File: src/rtl/eth_pkg.sv
// eth_pkg: shared definitions for the RMII Ethernet packer/unpacker pair.
//   - eth_state_e : receive state machine encoding
//   - field sizes in dibits (address, length, FCS, default payload)
//   - BCAST_DIBIT : every dibit of the broadcast destination address
//   - mac_dibit() : k-th on-wire dibit of a 48-bit MAC address
package eth_pkg;

  typedef enum logic [3:0] {
    ST_WAIT_IDLE,
    ST_IDLE,
    ST_PREAMBLE,
    ST_DEST_ADDR,
    ST_SRC_ADDR,
    ST_LENGTH,
    ST_DATA,
    ST_FCS,
    ST_DROP
  } eth_state_e;

  localparam int ADDR_DIBITS         = 24;
  localparam int LEN_DIBITS          = 8;
  localparam int FCS_DIBITS          = 16;
  localparam int DEFAULT_DATA_DIBITS = 5120;

  localparam logic [1:0] BCAST_DIBIT = 2'b11;
  localparam logic [1:0] PRE_DIBIT   = 2'b01;
  localparam logic [1:0] SFD_DIBIT   = 2'b11;

  // Bytes go out most-significant byte first, each byte LSB first, two bits
  // per RMII clock with the earlier bit on rxd[0].
  function automatic logic [1:0] mac_dibit(input logic [47:0] mac,
                                           input logic [4:0]  k);
    logic [7:0] byte_v;
    int         byte_i;
    int         pair_i;
    byte_i = int'(k[4:2]);
    pair_i = int'(k[1:0]);
    byte_v = mac[8*(5-byte_i) +: 8];
    return byte_v[2*pair_i +: 2];
  endfunction

endpackage

File: src/rtl/crc32.sv
// crc32: Ethernet CRC-32 over an RMII dibit stream, two bits per clock.
//   clk    : clock
//   rst_n  : asynchronous active-low reset (state to all ones)
//   clr    : synchronous restart of the CRC (state to all ones)
//   axiiv  : axiid is a dibit belonging to the checked region
//   axiid  : dibit, axiid[0] is the earlier bit on the wire
//   axiod  : complemented CRC register, MSB-first (non-reflected) form
// The register runs the MSB-first form of polynomial 0x04C11DB7; its
// complement is therefore the bit-reverse of the conventional FCS value.
module crc32 (
  input  logic        clk,
  input  logic        rst_n,
  input  logic        clr,
  input  logic        axiiv,
  input  logic [1:0]  axiid,
  output logic [31:0] axiod
);

  localparam logic [31:0] POLY = 32'h04C11DB7;

  logic [31:0] state_q;
  logic [31:0] state_d;

  function automatic logic [31:0] crc_bit(input logic [31:0] s, input logic b);
    return {s[30:0], 1'b0} ^ (((s[31] ^ b) == 1'b1) ? POLY : 32'h0);
  endfunction

  always_comb begin
    state_d = state_q;
    if (clr) begin
      state_d = '1;
    end else if (axiiv) begin
      state_d = crc_bit(crc_bit(state_q, axiid[0]), axiid[1]);
    end
  end

  always_ff @(posedge clk or negedge rst_n) begin
    if (!rst_n) begin
      state_q <= '1;
    end else begin
      state_q <= state_d;
    end
  end

  assign axiod = ~state_q;

endmodule

File: src/rtl/eth_unpacker.sv
// eth_unpacker: RMII receive path. Hunts preamble/SFD, walks destination,
// source and length fields, streams a fixed-length payload as a dibit
// stream and checks the FCS with crc32.
//   Parameters: DATA_DIBITS (payload dibits), PREAMBLE_MIN (01 dibits needed
//               before SFD), MY_MAC (unicast address when filtering)
//   clk, rst_n          : 50 MHz RMII clock, asynchronous active-low reset
//   phy_crsdv, phy_rxd  : RMII carrier-sense/data-valid and receive dibit
//   axiov, axiod        : payload dibit valid / dibit (registered, 1 cycle)
//   done                : one-cycle pulse, frame fully received
//   crc_ok              : FCS matched, meaningful while done=1
//   len_field           : raw length dibits, first dibit in [15:14]
//   kill                : one-cycle pulse, frame aborted
// Build option: define ETH_UNPACKER_ADDR_FILTER_EN to accept only broadcast
// or MY_MAC destinations; otherwise no address comparator is built.
module eth_unpacker
  import eth_pkg::*;
#(
  parameter int          DATA_DIBITS  = DEFAULT_DATA_DIBITS,
  parameter int          PREAMBLE_MIN = 8,
  parameter logic [47:0] MY_MAC       = 48'h69695A065491
) (
  input  logic        clk,
  input  logic        rst_n,
  input  logic        phy_crsdv,
  input  logic [1:0]  phy_rxd,
  output logic        axiov,
  output logic [1:0]  axiod,
  output logic        done,
  output logic        crc_ok,
  output logic [15:0] len_field,
  output logic        kill
);

  localparam logic [12:0] ADDR_LAST = 13'(ADDR_DIBITS - 1);
  localparam logic [12:0] LEN_LAST  = 13'(LEN_DIBITS - 1);
  localparam logic [12:0] DATA_LAST = 13'(DATA_DIBITS - 1);
  localparam logic [12:0] FCS_LAST  = 13'(FCS_DIBITS - 1);
  localparam logic [4:0]  PRE_MIN   = 5'(PREAMBLE_MIN);

  eth_state_e  state_q, state_d;
  logic [12:0] cnt_q, cnt_d;
  logic [4:0]  pre_cnt_q, pre_cnt_d;
  logic [31:0] fcs_q, fcs_d;
  logic [15:0] len_q, len_d;
  logic        axiov_q, axiov_d;
  logic [1:0]  axiod_q, axiod_d;
  logic        done_q, done_d;
  logic        crc_ok_q, crc_ok_d;
  logic        kill_q, kill_d;

  logic        crc_clr;
  logic        crc_en;
  logic [31:0] crc_out;
  logic        addr_ok;

`ifdef ETH_UNPACKER_ADDR_FILTER_EN
  logic ucast_q, ucast_d;
  logic bcast_q, bcast_d;
`endif

  crc32 crc32 (
    .clk   (clk),
    .rst_n (rst_n),
    .clr   (crc_clr),
    .axiiv (crc_en),
    .axiid (phy_rxd),
    .axiod (crc_out)
  );

  always_comb begin
    state_d   = state_q;
    cnt_d     = '0;           // counter clears unless a state extends itself
    pre_cnt_d = pre_cnt_q;
    fcs_d     = fcs_q;
    len_d     = len_q;
    axiov_d   = 1'b0;
    axiod_d   = axiod_q;
    done_d    = 1'b0;
    crc_ok_d  = 1'b0;
    kill_d    = 1'b0;
    crc_clr   = 1'b0;
    crc_en    = 1'b0;
    addr_ok   = 1'b1;
`ifdef ETH_UNPACKER_ADDR_FILTER_EN
    ucast_d   = ucast_q;
    bcast_d   = bcast_q;
`endif

    unique case (state_q)
      ST_WAIT_IDLE: begin
        // Trailing dibits and frames already in flight at reset release are
        // ignored until the line goes quiet.
        if (!phy_crsdv) state_d = ST_IDLE;
      end

      ST_IDLE: begin
        if (phy_crsdv) begin
          state_d   = ST_PREAMBLE;
          pre_cnt_d = (phy_rxd == PRE_DIBIT) ? 5'd1 : 5'd0;
        end
      end

      ST_PREAMBLE: begin
        if (!phy_crsdv) begin
          state_d = ST_IDLE;
        end else if (phy_rxd == PRE_DIBIT) begin
          pre_cnt_d = (pre_cnt_q == 5'd31) ? pre_cnt_q : pre_cnt_q + 5'd1;
        end else if (phy_rxd == SFD_DIBIT && pre_cnt_q >= PRE_MIN) begin
          state_d = ST_DEST_ADDR;
          crc_clr = 1'b1;
        end else begin
          state_d = ST_DROP;
        end
      end

      ST_DEST_ADDR: begin
        if (!phy_crsdv) begin
          state_d = ST_IDLE;
          kill_d  = 1'b1;
        end else begin
          crc_en = 1'b1;
`ifdef ETH_UNPACKER_ADDR_FILTER_EN
          // Running match flags; the first dibit starts both afresh.
          ucast_d = ((cnt_q == '0) ? 1'b1 : ucast_q) &
                    (phy_rxd == mac_dibit(MY_MAC, cnt_q[4:0]));
          bcast_d = ((cnt_q == '0) ? 1'b1 : bcast_q) &
                    (phy_rxd == BCAST_DIBIT);
          addr_ok = ucast_d | bcast_d;
`endif
          if (cnt_q == ADDR_LAST) begin
            if (addr_ok) begin
              state_d = ST_SRC_ADDR;
            end else begin
              state_d = ST_DROP;
              kill_d  = 1'b1;
            end
          end else begin
            cnt_d = cnt_q + 13'd1;
          end
        end
      end

      ST_SRC_ADDR: begin
        if (!phy_crsdv) begin
          state_d = ST_IDLE;
          kill_d  = 1'b1;
        end else begin
          crc_en = 1'b1;
          if (cnt_q == ADDR_LAST) state_d = ST_LENGTH;
          else                    cnt_d   = cnt_q + 13'd1;
        end
      end

      ST_LENGTH: begin
        if (!phy_crsdv) begin
          state_d = ST_IDLE;
          kill_d  = 1'b1;
        end else begin
          crc_en = 1'b1;
          len_d  = {len_q[13:0], phy_rxd};
          if (cnt_q == LEN_LAST) state_d = ST_DATA;
          else                   cnt_d   = cnt_q + 13'd1;
        end
      end

      ST_DATA: begin
        if (!phy_crsdv) begin
          state_d = ST_IDLE;
          kill_d  = 1'b1;
        end else begin
          crc_en  = 1'b1;
          axiov_d = 1'b1;
          axiod_d = phy_rxd;
          if (cnt_q == DATA_LAST) state_d = ST_FCS;
          else                    cnt_d   = cnt_q + 13'd1;
        end
      end

      ST_FCS: begin
        // The PHY may drop carrier together with the final FCS dibit; that
        // dibit is still valid and completes the frame.
        if (!phy_crsdv && cnt_q != FCS_LAST) begin
          state_d = ST_IDLE;
          kill_d  = 1'b1;
        end else begin
          // Shifting left with rxd[0] ahead of rxd[1] lands the first wire
          // bit in fcs[31], matching the bit order of crc_out.
          fcs_d = {fcs_q[29:0], phy_rxd[0], phy_rxd[1]};
          if (cnt_q == FCS_LAST) begin
            state_d  = ST_WAIT_IDLE;
            done_d   = 1'b1;
            crc_ok_d = (fcs_d == crc_out);
          end else begin
            cnt_d = cnt_q + 13'd1;
          end
        end
      end

      ST_DROP: begin
        if (!phy_crsdv) state_d = ST_IDLE;
      end

      default: state_d = ST_WAIT_IDLE;
    endcase
  end

  always_ff @(posedge clk or negedge rst_n) begin
    if (!rst_n) begin
      state_q   <= ST_WAIT_IDLE;
      cnt_q     <= '0;
      pre_cnt_q <= '0;
      fcs_q     <= '0;
      len_q     <= '0;
      axiov_q   <= 1'b0;
      axiod_q   <= '0;
      done_q    <= 1'b0;
      crc_ok_q  <= 1'b0;
      kill_q    <= 1'b0;
`ifdef ETH_UNPACKER_ADDR_FILTER_EN
      ucast_q   <= 1'b0;
      bcast_q   <= 1'b0;
`endif
    end else begin
      state_q   <= state_d;
      cnt_q     <= cnt_d;
      pre_cnt_q <= pre_cnt_d;
      fcs_q     <= fcs_d;
      len_q     <= len_d;
      axiov_q   <= axiov_d;
      axiod_q   <= axiod_d;
      done_q    <= done_d;
      crc_ok_q  <= crc_ok_d;
      kill_q    <= kill_d;
`ifdef ETH_UNPACKER_ADDR_FILTER_EN
      ucast_q   <= ucast_d;
      bcast_q   <= bcast_d;
`endif
    end
  end

  assign axiov     = axiov_q;
  assign axiod     = axiod_q;
  assign done      = done_q;
  assign crc_ok    = crc_ok_q;
  assign len_field = len_q;
  assign kill      = kill_q;

endmodule

File: config.mk
export PLATFORM = sky130hd
export DESIGN_NAME = eth_unpacker
export DESIGN_NICKNAME = d
export VERILOG_FILES = /design/src/rtl/eth_pkg.sv /design/src/rtl/crc32.sv /design/src/rtl/eth_unpacker.sv
export SDC_FILE = /design/constraint.sdc
export NUM_CORES = 1
export LEC_CHECK = 0
export ABC_AREA = 1
export ABC_CLOCK_PERIOD_IN_PS = 1900
export BUFFER_PORTS_ARGS = -buffer_cell sky130_fd_sc_hd__buf_2
export CAP_MARGIN = 40
export CORE_MARGIN = 5
export CORE_UTILIZATION = 30
export DETAILED_ROUTE_END_ITERATION = 8
export SLEW_MARGIN = 20
export SYNTH_ARGS = -nofsm -noshare
export SYNTH_HDL_FRONTEND = slang
export SYNTH_SLANG_ARGS = --single-unit
File: constraint.sdc
create_clock -name clk -period 1.9 [get_ports clk]
set_input_delay 0.095 -clock clk [delete_from_list [all_inputs] [get_ports clk]]
set_output_delay 0.095 -clock clk [all_outputs]
set_load 0.01 [all_outputs]
# [After elaboration in Yosys (flattened, before gate mapping)]
# Cells that the tools add are included.
[word_totals] inputBits=5 out_inout_bits=22 ff_bits=106
[op_classes] n_mux=51 n_addsub=2 reduce_logical=14 bitwise_logic=6 magnitude_cmp=1 eq_ne=28
[ops] operator="$mux W13" n=8
[ops] operator="$mux W32" n=2
[ops] operator="$xor A32 B32 Y32" n=2
[ops] operator="$mux W4" n=15
[ops] operator="$mux W27" n=2
[ops] operator="$pmux W13 S4" n=1
[ops] operator="$eq A32 B32 Y1" n=1
[ops] operator="$not A32 Y32" n=1
[ops] operator="$pmux W4 S8" n=1
[ops] operator="$mux W5" n=4
[ops] operator="$ne A3 B3 Y1 const B" n=6
[ops] operator="$eq A4 B3 Y1 const B" n=4
[ops] operator="$mux W1" n=16
[ops] operator="$add A13 B1 Y13 const B" n=1
[ops] operator="$eq A13 B13 Y1 const B" n=1
[ops] operator="$eq A13 B3 Y1 const B" n=1
[ops] operator="$eq A13 B4 Y1 const B" n=1
[ops] operator="$eq A13 B5 Y1 const B" n=1
[ops] operator="$ne A13 B4 Y1 const B" n=1
[ops] operator="$ne A2 B2 Y1 const B" n=5
[ops] operator="$pmux W5 S2" n=1
[ops] operator="$eq A4 B2 Y1 const B" n=2
[ops] operator="$reduce_and A8 Y1" n=1
[ops] operator="$reduce_and A2 Y1" n=3
[ops] operator="other kinds (17)" n=21

# [Logic depth before layout (Yosys ltp)]
[logic_depth] ltp_word=8 depth_mapped=11 ltp_nobuf=11

# [By module]
# A second synthesis with hierarchy kept.
[unflattened] cells_unflattened=652 hier_area_um2=5607.9
[modules_own_cells] module="eth_unpacker" area_per_inst_um2=3947.5 n_inst=1 cells_each=460
[modules_own_cells] module="crc32" area_per_inst_um2=1660.3 n_inst=1 cells_each=192

# [Worst setup path before layout]
# Ideal clock, no wire load.
[synth_timing] kind="flip-flop to flip-flop" startpoint="reg cnt_q[0]" endpoint="reg cnt_q[6]" setup_time_ps=121 arrival_ps=1547 setup_slack_ps=232 path_stages_with_launch=10 path_buffers=1 path_cell_list="dfrtp_1 > ha_1 > nand3_1 > nor2_1 > nand2_1 > nand2_1 > nand2_1 > nor3_2 > buf_4 > nor2_1"
[synth_via] elab_chain_cells=4 word_cells_on_any_way=16 classes_between="add/sub (1); eq/ne (5); mux (9); reduce/logical (1)"
[synth_lines] element="start, declared" line="eth_unpacker.sv:41" rtl="logic [12:0] cnt_q, cnt_d;"
[synth_lines] element="start signal, assigned" line="eth_unpacker.sv:225" rtl="cnt_q <= cnt_d;"
[synth_lines] element="$add A13 B1 Y13 (tied with other cells)"
[synth_lines] element="$mux W13 (tied with other cells)" line="eth_unpacker.sv:189" rtl="if (cnt_q == FCS_LAST) begin"
[synth_lines] element="$mux W13, on equally long branches"
[synth_lines] element="$pmux W13 S4 (*)" line="eth_unpacker.sv:89" rtl="unique case (state_q)"
[synth_lines] element="via cnt_d[6]" line="eth_unpacker.sv:41"
# Mark *: on every way through the listed nets, which the timed path passes. The rest lies on a longest branch.
# A chain may end at the register's enable or synchronous reset.

# [Worst setup path after layout]
[layout_timing] startpoint="reg state_q[1]" endpoint="reg cnt_q[0]"
[layout_via] elab_chain_cells=3 word_cells_on_any_way=7 classes_between="eq/ne (5); mux (1); reduce/logical (1)"
[layout_lines] element="start, declared" line="eth_unpacker.sv:40" rtl="eth_state_e state_q, state_d;"
[layout_lines] element="start signal, assigned" line="eth_unpacker.sv:224" rtl="state_q <= state_d;"
[layout_lines] element="$eq A4 B3 Y1 or $eq A4 B2 Y1 (tied branches)" line="eth_unpacker.sv:89"
[layout_lines] element="$reduce_or A2 Y1 (no source line)"
[layout_lines] element="$pmux W13 S4 (*)" line="eth_unpacker.sv:89"
[layout_lines] element="via cnt_d[0]" line="eth_unpacker.sv:41"
# Marked as above.

==> results.py <==
metrics = {
    "floorplanning": {
        "die_y_um": 144,
        "die-area_um2": 20700,
        "core_area_um2": 17800,
        "die_w_um": 144,
        "row_count": 49,
        "io_pins": 27,
        "start_util_pct": 30.2,
    },
    "sta": {
        "setup_viol": 0,
        "relSlewSlack_pct": 67.4,
        "drv_slew": 0,
        "max_freq_mhz": 570,
        "hold_viol_final": 0,
        "setup_ws_ps": 146,
        "tightestPinTransition_ps": 490,
        "skew_ps": 9.41,
        "period_needed_ps": 1750,
        "rsz0062_at_grt": "true",
        "min_period_over_period_pct": 92.3,
    },
    "pwr": {
        "powerDensity_nw_per_um2": 1520,
        "power.sequential.fraction_pct": 42.3,
        "power_frac_comb_pct": 38.2,
        "clkPwrFrac_pct": 19.5,
        "power.switching_w": 0.00361,
        "power_leakage_nw": 3.07,
        "swShare_pct": 38.6,
        "total_power_w": 0.00937,
        "peakVddDrop_uv": 768,
        "internal-power_w": 0.00575,
    },
    "logic_synthesis": {
        "yosysSeqAreaShare_pct": 50.1,
        "synth_area_um2": 5370,
        "synth-warning-count": 0,
        "netlist-cell-type-count": 37,
        "synth_cells": 628,
        "synth_nets": 636,
        "synth-seq-cells": 106,
        "avgSynthCellArea_um2": 8.56,
    },
    "grt": {
        "met1_usage_pct": 16.6,
        "met3_usage_pct": 3.13,
        "grt_max_degree": 57,
        "use_met2_pct": 20.0,
        "grt_pass1_vias": 3985,
        "grt_pass1_wl_um": 20200,
        "grt_usage_pct": 12.4,
        "antenna_found_initial": 0,
        "grt-busiest-layer": "met2",
        "overflow": 0,
    },
    "setup_path": {
        "worstSetupPathType": "reg2reg",
        "crit_top_cell": "nand2_1",
        "crit_chain": "nand2_1 -> nor2_1 -> inv_2 -> nor2_4 -> nand2_1 -> nand2_1 -> nor3_2 -> buf_4 -> nor2_1",
        "r2r_setup_slack_ps": 150,
        "cp_slowest_stage_delay_ps": 520,
        "arrival_ps": 2030,
        "slowest_stage": "dfrtp_1",
        "crit_required_ps": 2170,
        "cp-end-kind": "flip-flop",
        "cp-start-kind": "flip-flop",
        "cp_max_fo": 13,
    },
    "final_layout": {
        "fillers": 1827,
        "utilization_pct": 34.7,
        "multi_input_area_um2": 2280,
        "regArea_um2": 2690,
        "diodes": 0,
        "drive_gt1_share_pct": 19.0,
        "fin_area_um2": 6170,
        "area_delta_synth_final_pct": 14.9,
        "final_nets": 672,
    },
    "worst_hold_path": {
        "hold_class": "in2reg",
    },
    "drt": {
        "drc": 0,
        "drt_first_pass_iters": 4,
        "via_per_inst": 4.53,
        "num_vias": 4068,
        "drt_iter0_drc": 245,
        "wl_per_cell_um": 13.3,
        "routed_wl_um": 12000,
        "postRouteAntennaNets": 0,
    },
    "clocking": {
        "h-tree-depth": 3,
        "cts_tree": "yes",
        "clock_latency_ps": 350,
        "cts_max_path_buffers": 2,
        "clock-sinks": 106,
        "cts-root-buf": "clkbuf_16",
        "cts_buffers": 9,
        "clk_pin_slew_ps": 70,
    },
    "placement": {
        "gp_congestion": 0.776,
        "io_buffers": 26,
        "hpwlAfterDp_um": 8550,
        "postPlaceCellArea_um2": 5860,
        "pre_cts_slack_ps": 159,
    },
    "status": {
        "status": "finished clean",
    },
    "flow_run": {
        "maxCapViolCount": 0,
    },
}
worst paths after layout:
kind	endpoint	startpoint	cells after the start
worst max register to register	cnt_q[0]	state_q[1]	9
worst min-delay path	len_field[0]	phy_rxd[0]	3
worst min register to register	cnt_q[0]	cnt_q[0]	1
min in group asynchronous	pre_cnt_q[1]	rst_n	2
worst max-delay path	cnt_q[0]	state_q[1]	9
max in group asynchronous	crc32.state_q[7]	rst_n	3
worst max-delay path: cells and delay by family, from the launching register on:
kind                   cells  cell delay (ps)
buffers and inverters      2              300
flip-flops                 1              520
AND/OR/NAND/NOR            7              850
cell type report:
type                    instances  area share, %
clock inverters                 4          0.852
clock buffers                  12           3.83
well taps                     229           4.64
multi-input cells             422           36.9
flip-flops and latches        106           43.6
repair buffers                 43           5.07
inverters                      82           5.03
layer usage:
| metal | vias up | share of wire [%] |
|---|---|---|
| met5 | - | 0 |
| met3 | 7 | 3.9 |
| li1 | 2060 | - |
| met2 | 58 | 48 |
| met4 | 0 | 1.2 |
| met1 | 1943 | 47 |
cell usage after synthesis, drive strengths merged:
master	count	area [um^2]
nor2	80	364
ha	3	37.5
xor2	35	307
clkbuf	4	15.0
o22ai	7	43.8
dfstp	32	841
a21oi	24	120
o21ai	45	225
a22oi	21	208
dfrtp	74	1850
inv	81	307
o21bai	1	7.51
o211ai	1	7.51
nand4	5	31.3
buf	14	87.6
clkinv	1	3.75
nand2	155	602
nand3	29	150
o2111ai	1	8.76
nor3	8	67.6
xnor2	7	87.6
through the flow:
step | hold WS (ps) | setup TNS (ps) | std cells
final | 102 | 0 | 898
after global routing | 108 | -34.5 | 898
after CTS | 90.6 | 0 | 898
after detailed placement | 97.0 | 0 | 881
after global placement | 103 | 0 | 881
after floorplan | -201 | 0 | 628
power by group through the flow:
stage               clock network [W]  logic [W]  registers (W)
finish                        0.00183    0.00358        0.00396
global placement                    0    0.00357        0.00398
floorplan                           0    0.00257        0.00391
detailed placement                  0    0.00361        0.00399
CTS                           0.00189    0.00363        0.00396
global route                  0.00199    0.00407        0.00407
registers in the layout, summed over array words and instances (netlist names):
signal         count
cnt_q             13
axiov              1
done               1
len_field         16
state_q            4
kill               1
pre_cnt_q          5
crc_ok             1
axiod              2
crc32.state_q     32
fcs_q             30
what timing repair did:
action                     CTS  global route
setup endpoints to repair    0             3
hold buffers                 1             0
setup buffers                0             0
gates resized for setup      0             3
hold endpoints to repair    18             0
cells in the final DEF (no fill, tap or decap), types with 2 or more instances in the layout:
cell / instances
a21oi_1: 24
a22oi_1: 11
a22oi_2: 10
buf_12: 4
buf_2: 25
buf_4: 13
clkbuf_1: 3
clkbuf_16: 9
clkinvlp_4: 3
dfrtp_1: 74
dfstp_2: 32
ha_1: 3
inv_1: 75
inv_2: 5
nand2_1: 151
nand2_2: 2
nand2_4: 2
nand3_1: 27
nand3_2: 2
nand4_1: 5
nor2_1: 67
nor2_2: 7
nor2_4: 5
nor3_1: 5
nor3_4: 2
o21ai_0: 41
o21ai_1: 4
o22ai_1: 7
xnor2_1: 5
xor2_1: 35
logic make-up (layout without fill, tap and decap cells):
logic type | Yosys count | count (layout) | share of synthesized area [%]
xor+xnor | 42 | 42 | 7.34
compound gates | 100 | 100 | 11.6
fa+ha+maj | 3 | 3 | 0.699
simple gates | 277 | 277 | 22.6
buf+inv | 100 | 141 | 7.69
flops | 106 | 106 | 50.1
Power figures use the tool's default switching activity.
